[src/rtl/sync_fifo_param.sv]
// -----------------------------------------------------------------------------
// sync_fifo_param
// Parametrised single-clock FIFO with occupancy count, almost-full/almost-empty
// thresholds, a registered read port with a one-cycle valid strobe, per-cycle
// reject pulses, sticky overflow/underflow flags and a synchronous flush.
//
// Parameters
//   WIDTH      data word width in bits (>=1)
//   DEPTH      number of entries, power of two, >=4
//   AF_THRESH  almost_full  asserts when count >= AF_THRESH
//   AE_THRESH  almost_empty asserts when count <= AE_THRESH
//
// Ports
//   clk           clock, rising edge
//   rst           asynchronous active-high reset
//   we / re       write / read request
//   flush         synchronous clear of contents and sticky flags
//   din           write data
//   dout          registered read data (holds when no read is accepted)
//   valid         one-cycle pulse: dout was updated this cycle
//   count         occupancy, 0..DEPTH
//   empty / full  count == 0 / count == DEPTH
//   almost_empty  count <= AE_THRESH
//   almost_full   count >= AF_THRESH
//   wr_err        one-cycle pulse: write rejected (full, write only)
//   rd_err        one-cycle pulse: read rejected (empty, read only)
//   overflow      sticky, set by any wr_err
//   underflow     sticky, set by any rd_err
// -----------------------------------------------------------------------------
module sync_fifo_param #(
   parameter int WIDTH     = 8,
   parameter int DEPTH     = 8,
   parameter int AF_THRESH = DEPTH - 2,
   parameter int AE_THRESH = 2,
   localparam int AW       = $clog2(DEPTH)
) (
   input  logic             clk,
   input  logic             rst,
   input  logic             we,
   input  logic             re,
   input  logic             flush,
   input  logic [WIDTH-1:0] din,
   output logic [WIDTH-1:0] dout,
   output logic             valid,
   output logic [AW:0]      count,
   output logic             empty,
   output logic             full,
   output logic             almost_empty,
   output logic             almost_full,
   output logic             wr_err,
   output logic             rd_err,
   output logic             overflow,
   output logic             underflow
);

   localparam logic [AW:0] DEPTH_LVL = (AW+1)'(DEPTH);
   localparam logic [AW:0] AF_LVL    = (AW+1)'(AF_THRESH);
   localparam logic [AW:0] AE_LVL    = (AW+1)'(AE_THRESH);
   localparam logic [AW:0] CNT_ONE   = (AW+1)'(1);

   logic [WIDTH-1:0] mem [DEPTH];
   logic [AW-1:0]    wr_ptr;
   logic [AW-1:0]    rd_ptr;

   logic is_empty;
   logic is_full;
   logic bypass_p0;
   logic wr_acc_p0;
   logic rd_acc_p0;
   logic wr_rej_p0;
   logic rd_rej_p0;

   // ---- stage p0: request decode against the pre-edge occupancy ----
   assign is_empty = (count == '0);
   assign is_full  = (count == DEPTH_LVL);

   always_comb begin
      // Empty with both requests: the incoming word goes straight to dout,
      // memory and pointers are untouched.
      bypass_p0 = is_empty & we & re;
      // When full, a write is only accepted if a read frees the slot on the
      // same edge; wr_ptr == rd_ptr then, and the read sees the old word.
      wr_acc_p0 = we & (~is_full | re) & ~bypass_p0;
      rd_acc_p0 = re & ~is_empty;
      wr_rej_p0 = we & is_full & ~re;
      rd_rej_p0 = re & is_empty & ~we;
   end

   // ---- stage p1: registered state and outputs ----
   always_ff @(posedge clk or posedge rst) begin
      if (rst) begin
         wr_ptr    <= '0;
         rd_ptr    <= '0;
         count     <= '0;
         valid     <= 1'b0;
         wr_err    <= 1'b0;
         rd_err    <= 1'b0;
         overflow  <= 1'b0;
         underflow <= 1'b0;
      end else if (flush) begin
         wr_ptr    <= '0;
         rd_ptr    <= '0;
         count     <= '0;
         valid     <= 1'b0;
         wr_err    <= 1'b0;
         rd_err    <= 1'b0;
         overflow  <= 1'b0;
         underflow <= 1'b0;
      end else begin
         if (wr_acc_p0) begin
            wr_ptr <= wr_ptr + 1'b1;
         end
         if (rd_acc_p0) begin
            rd_ptr <= rd_ptr + 1'b1;
         end
         case ({wr_acc_p0, rd_acc_p0})
            2'b10:   count <= count + CNT_ONE;
            2'b01:   count <= count - CNT_ONE;
            default: count <= count;
         endcase
         valid  <= rd_acc_p0 | bypass_p0;
         wr_err <= wr_rej_p0;
         rd_err <= rd_rej_p0;
         if (wr_rej_p0) begin
            overflow <= 1'b1;
         end
         if (rd_rej_p0) begin
            underflow <= 1'b1;
         end
      end
   end

   // dout is cleared by reset but deliberately left alone by flush.
   always_ff @(posedge clk or posedge rst) begin
      if (rst) begin
         dout <= '0;
      end else if (!flush) begin
         if (rd_acc_p0) begin
            dout <= mem[rd_ptr];
         end else if (bypass_p0) begin
            dout <= din;
         end
      end
   end

   always_ff @(posedge clk) begin
      if (wr_acc_p0 && !flush) begin
         mem[wr_ptr] <= din;
      end
   end

   // ---- status decode from the count register only ----
   assign empty        = is_empty;
   assign full         = is_full;
   assign almost_empty = (count <= AE_LVL);
   assign almost_full  = (count >= AF_LVL);

endmodule

[config.mk]
export PLATFORM = sky130hd
export DESIGN_NAME = sync_fifo_param
export DESIGN_NICKNAME = d
export VERILOG_FILES = /design/src/rtl/sync_fifo_param.sv
export SDC_FILE = /design/constraint.sdc
export NUM_CORES = 1
export LEC_CHECK = 0
export CAP_MARGIN = 30
export CORE_ASPECT_RATIO = 1.25
export CORE_MARGIN = 2
export CORE_UTILIZATION = 30
export CTS_BUF_LIST = sky130_fd_sc_hd__clkbuf_4 sky130_fd_sc_hd__clkbuf_8 sky130_fd_sc_hd__clkbuf_16
export CTS_CLUSTER_SIZE = 8
export DETAILED_ROUTE_END_ITERATION = 10
export PLACE_DENSITY = 0.55
export REMOVE_ABC_BUFFERS = 1
export SLEW_MARGIN = 20
export SYNTH_ARGS = -nofsm -noshare
export SYNTH_HDL_FRONTEND = slang
export SYNTH_SLANG_ARGS = --single-unit
[constraint.sdc]
create_clock -name clk -period 3.6 [get_ports clk]
set_input_delay 0.72 -clock clk [delete_from_list [all_inputs] [get_ports clk]]
set_output_delay 0.72 -clock clk [all_outputs]
set_load 0.03 [all_outputs]
==> impl_metrics.py, run 1 <==
metrics = {
    "synthesis": {
        "yosys.area.top_type": "edfxtp_1",
        "synth_top_area_share_pct": 52.5,
        "synth_cells": 223,
        "synth_top_family_by_area": "multiplexers",
        "post_synth_fa_ha_maj_area_fraction_pct": 1.37,
        "synth_cell_types": 43,
        "synth_xor_area_share_pct": 1.68,
        "syn_avg_cell_area_um2": 16.4,
        "synth_compound_area_share_pct": 5.37,
        "synth_seq_cells": 87,
        "yosys.area_share.simple_pct": 7.36,
        "ys.warnings.count": 0,
        "syn-cell-area_um2": 3660,
        "ys_top_cells_by_area": "edfxtp_1 53%, dfrtp_1 16%, mux4_2 9.9%, mux2i_1 2.5%, nand2_1 2.0%",
        "seq_area_frac_synth_pct": 68.3,
        "synthMuxAreaShare_pct": 13.3,
    },
    "clocking": {
        "path_clk_slew_ns": 0.06,
        "clk-insertion-delay-late_ns": 0.34,
        "tritoncts": "yes",
        "cts_resized": 0,
        "cts.sinks": 87,
        "holdBufCountCts": 0,
        "root_buffer": "clkbuf_16",
        "numCtsBuffers": 9,
        "cts_buffer_depth": 2,
        "htree_levels": 3,
        "post_cts_buffers": 0,
    },
    "route": {
        "via_per_inst": 4.66,
        "drtIter0Drc": 130,
        "routed_wl_mm": 7.61,
        "detail-route-antenna-nets": 0,
        "routedWlPerCell_um": 17.3,
        "drc": 0,
        "num_vias": 2050,
        "drt_pass1_iterations": 4,
    },
    "final_layout": {
        "antenna_cells": 0,
        "fin_util_pct": 37.9,
        "seqCellArea_um2": 2500,
        "final_area_um2": 4560,
        "fillCellCount": 1154,
        "multi_input_area_um2": 1060,
        "drive_gt1_share_pct": 20.3,
        "finalNetCount": 288,
        "syn_to_final_growth_pct": 24.7,
    },
    "status": {
        "outcome": "complete, no violations",
    },
    "power_and_ir_drop": {
        "power_uw": 3030,
        "power.leakage_uw": 0.00162,
        "max-vdd-ir-drop_uv": 208,
        "power.density_nw_per_um2": 665,
    },
    "sta": {
        "hold_violations": 0,
        "max_freq_ghz": 0.340,
        "finalWorstPathRequiredPeriod_ns": 2.94,
        "slew_headroom_pct": 44.7,
        "slew_violations": 0,
        "rsz0062_at_grt": "false",
        "period_share_pct": 81.6,
        "final-setup-viol-count": 0,
        "fin_skew_ns": 0.00588,
        "worst-slew-pin-transition_ns": 0.830,
        "setup_tns_ns": 0,
    },
    "floorplan": {
        "die_y_um": 127,
        "fp-row-count": 45,
        "core_um2": 12000,
        "initial_core_util_pct": 30.4,
        "die_w_um": 103,
        "io_pins": 34,
        "dieArea_um2": 13100,
    },
    "worst_setup_path": {
        "crit_type": "flip-flop to output port",
        "cp_data_arrival_time_ns": 2.22,
        "start_kind": "flip-flop",
        "critical_path_required_ns": 2.88,
        "cp_max_fo": 7,
        "end_kind": "output port",
    },
    "place": {
        "io_buffer_count": 33,
        "routabilityCongestion": 0.761,
        "dp_hpwl_mm": 4.99,
        "postPlaceCellArea_um2": 4250,
    },
    "grt": {
        "grt_pass1_wl_mm": 12.2,
        "grt_usage_pct": 12.8,
        "grt_max_degree": 19,
        "antenna_found_initial": 0,
        "grt_pass1_vias": 2139,
        "overflow": 0,
    },
    "run": {
        "maxCapViolCount": 0,
    },
    "hold_path": {
        "hold_class": "flip-flop to flip-flop",
    },
}
-- logic make-up after synthesis --
| family | count (synthesis) |
|---|---|
| compound gates | 23 |
| xor+xnor | 7 |
| fa+ha+maj | 4 |
| mux | 27 |
| buf+inv | 17 |
| flops | 87 |
| simple gates | 58 |
-- cells in the mapped netlist --
library cell / n
nor3_1: 4
a2bb2oi_1: 1
mux4_2: 16
xor2_1: 5
o211ai_1: 1
or3_2: 1
xnor2_1: 2
o21ai_1: 1
mux4_1: 1
buf_1: 2
o211ai_4: 1
a31o_2: 1
nand3b_1: 1
o2111ai_1: 1
mux2i_1: 9
ha_1: 4
a211oi_1: 1
nand2_2: 1
a21oi_1: 3
buf_4: 1
and2_1: 2
and3_2: 1
or3_1: 1
nand2b_1: 4
nor2_1: 18
nand2_1: 19
o221ai_1: 7
clkbuf_2: 1
clkbuf_1: 1
a31oi_1: 1
a21o_1: 1
o31ai_1: 2
edfxtp_1: 64
inv_1: 6
nor2b_1: 1
o221ai_2: 1
buf_6: 3
buf_2: 3
mux2_2: 1
or4_4: 1
dfrtp_1: 23
nand3_1: 4
a21o_2: 1
-- report_power, final --
part / internal, uW / switching (uW) / total, uW
sequential: 1170 / 85.9 / 1260
combinational: 376 / 450 / 825
clock: 560 / 388 / 948
-- layer usage --
layer	global-route usage (%)	wire length [um]
met3	2.90	215
met5	0	0
met1	16.4	3290
met2	20.8	3940
met4	5.34	159
-- area by class of cell --
type                    count  area share, %
multi-input cells         119           23.3
repair buffers             48           10.2
well taps                 164           4.50
flip-flops and latches     87           54.8
inverters                   6          0.494
clock buffers              10           5.24
clock inverters             6           1.51
-- final timing paths --
path                                start  depth (start not counted)        end  slack [ns]
worst max-delay path             count[3]                          3      empty        0.66
worst min-delay path            underflow                          1  underflow        0.48
worst max register to register   count[3]                          8   count[3]        0.94
worst min register to register  underflow                          1  underflow        0.48
max in group asynchronous             rst                          3   count[1]        2.43
min in group asynchronous             rst                          2    dout[7]        0.71
-- layout by cell type (no fill, tap or decap), types with 2 or more instances in the layout --
| cell | Yosys | layout |
|---|---|---|
| clkbuf_16 | 0 | 9 |
| buf_4 | 1 | 14 |
| clkinv_4 | 0 | 2 |
| mux2i_1 | 9 | 9 |
| o31ai_1 | 2 | 2 |
| xnor2_1 | 2 | 2 |
| xor2_1 | 5 | 5 |
| nand2b_1 | 4 | 4 |
| nand3_1 | 4 | 4 |
| and2_1 | 2 | 2 |
| clkdlybuf4s50_1 | 0 | 33 |
| nor2_1 | 18 | 18 |
| a21oi_1 | 3 | 3 |
| dfrtp_1 | 23 | 23 |
| inv_1 | 6 | 6 |
| edfxtp_1 | 64 | 64 |
| mux4_2 | 16 | 16 |
| nor3_1 | 4 | 4 |
| ha_1 | 4 | 4 |
| o221ai_1 | 7 | 7 |
| nand2_1 | 19 | 19 |
-- critical path, cell delays in order, from the launching register on --
cell and delay, ns:
dfrtp_1 0.46, or4_4 0.63, inv_1 0.11, clkdlybuf4s50_1 0.67
-- registers in the layout, summed over array words and instances (netlist names) --
register   count
dout           8
underflow      1
overflow       1
rd_err         1
count          4
wr_ptr         3
wr_err         1
valid          1
mem           64
rd_ptr         3
-- through the flow --
step           setup slack [ns]  hold WS (ns)  std cells
6_report                  0.662         0.478        440
4_1_cts                   0.638         0.483        440
5_1_grt                   0.592         0.491        440
3_3_place_gp              0.580         0.465        423
2_1_floorplan             0.749         0.546        212
3_5_place_dp              0.530         0.469        424
(Power assumes the default switching activity.)
==> inputs of run 2 (changes only) <==
==> constraint.sdc (replaced) <==
create_clock -name clk -period 2.8 [get_ports clk]
set_input_delay 0.56 -clock clk [delete_from_list [all_inputs] [get_ports clk]]
set_output_delay 0.56 -clock clk [all_outputs]
set_load 0.03 [all_outputs]
==> impl_metrics.py, run 2 (synthesis results as in run 1) <==
metrics = {
    "status": {
        "outcome": "complete, no violations",
    },
    "final_layout": {
        "final_common_cell": "edfxtp_1",
        "largestRegisters": "mem (64), dout (8), count (4)",
        "finalNetCount": 298,
        "antenna_cells": 0,
        "drive_gt1_share_pct": 22.5,
        "largest_reg_flops": 64,
        "regMostFlops": "mem",
        "mostFrequentLayoutCells": "64 x edfxtp_1, 33 x clkdlybuf4s50_1, 25 x buf_4",
        "syn_to_final_growth_pct": 25.8,
        "final_area_um2": 4600,
    },
    "route": {
        "routedWlPerCell_um": 16.8,
        "routed_wl_mm": 7.53,
        "drt_pass1_iterations": 4,
        "drtIter0Drc": 67,
        "detail-route-antenna-nets": 0,
        "num_vias": 2100,
        "via_per_inst": 4.68,
        "drc": 0,
    },
    "floorplan": {
        "io_pins": 34,
        "die_w_um": 103,
        "fp-row-count": 45,
        "die_y_um": 127,
        "core_um2": 12000,
        "dieArea_um2": 13100,
        "initial_core_util_pct": 30.4,
    },
    "worst_setup_path": {
        "cp_max_fo": 7,
        "end_kind": "output port",
        "critical_path_required_ns": 2.24,
        "crit_type": "flip-flop to output port",
        "cp_data_arrival_time_ns": 2.08,
        "start_kind": "flip-flop",
    },
    "clocking": {
        "cts_resized": 0,
        "cts_buffer_depth": 2,
        "clk-insertion-delay-late_ns": 0.33,
        "path_clk_slew_ns": 0.06,
        "cts.sinks": 87,
        "numCtsBuffers": 9,
        "post_cts_buffers": 0,
        "htree_levels": 3,
        "root_buffer": "clkbuf_16",
        "tritoncts": "yes",
        "holdBufCountCts": 0,
    },
    "grt": {
        "grt_usage_pct": 13.0,
        "grt_max_degree": 24,
        "overflow": 0,
        "antenna_found_initial": 0,
        "grt_pass1_wl_mm": 12.3,
        "grt_pass1_vias": 2230,
    },
    "sta": {
        "rsz0062_at_grt": "false",
        "slew_headroom_pct": 58.3,
        "hold_violations": 0,
        "slew_violations": 0,
        "setup_tns_ns": 0,
        "finalWorstPathRequiredPeriod_ns": 2.64,
        "fin_skew_ns": 0.00387,
        "period_share_pct": 94.4,
        "max_freq_ghz": 0.378,
        "worst-slew-pin-transition_ns": 0.626,
        "final-setup-viol-count": 0,
    },
    "power_and_ir_drop": {
        "power.leakage_uw": 0.00166,
        "power.density_nw_per_um2": 842,
        "max-vdd-ir-drop_uv": 302,
    },
    "place": {
        "postPlaceCellArea_um2": 4310,
        "dp_hpwl_mm": 5.10,
        "io_buffer_count": 33,
        "routabilityCongestion": 0.762,
    },
    "run": {
        "maxCapViolCount": 0,
    },
    "hold_path": {
        "hold_class": "flip-flop to flip-flop",
    },
}
## run 2: report_power, final
part           switching [uW]  internal, uW  leakage, uW
Combinational             621           511     0.000641
Clock                     444           715     0.000142
Sequential               72.1          1510     0.000876
Total                    1140          2740      0.00166
## run 2: cell type report
cell class / instances / area [um2]
clock inverter: 4 / 46.3
timing repair buffer: 58 / 518
clock buffer: 11 / 246
fill: 1152 / 7450
inverter: 6 / 22.5
multi-input combinational: 119 / 1060
sequential: 87 / 2500
tap: 164 / 205
## run 2: path summary, 6_finish.rpt
path / start / endpoint / slack [ns] / depth (start not counted)
hold reg to reg: dout[7] / dout[7] / 0.49 / 2
hold / removal: dout[7] / dout[7] / 0.49 / 2
setup / recovery: count[3] / empty / 0.16 / 3
min in group asynchronous: rst / dout[7] / 0.60 / 3
setup reg to reg: count[3] / count[3] / 0.29 / 8
max in group asynchronous: rst / dout[2] / 1.94 / 3
## run 2: stage by stage
stage	instances	setup slack, ns	total power, uW	hold WS (ns)	utilization (%)
after floorplan	212	-0.0511	2310	0.546	-
after global placement	434	0.227	2750	0.475	35.8
after detailed placement	434	0.186	2760	0.482	35.8
after CTS	449	0.129	3930	0.498	38.2
after global routing	449	0.0727	4080	0.509	38.2
final	449	0.157	3870	0.487	38.2
## run 2: layer usage
layer  wire length (um)  GRT usage (%)  up-vias  part of all wire [%]
li1                   -              -      973                     -
met1               3160           16.1     1094                    42
met2               4030           21.5       23                    54
met3                143           2.19       10                   1.9
met4                191           6.81        0                   2.5
met5                  0              0        -                     0
## run 2: worst max-delay path: stages (launching register included)
cell and delay (ns):
dfrtp_1 0.38, or4_4 0.60, inv_1 0.10, clkdlybuf4s50_1 0.67
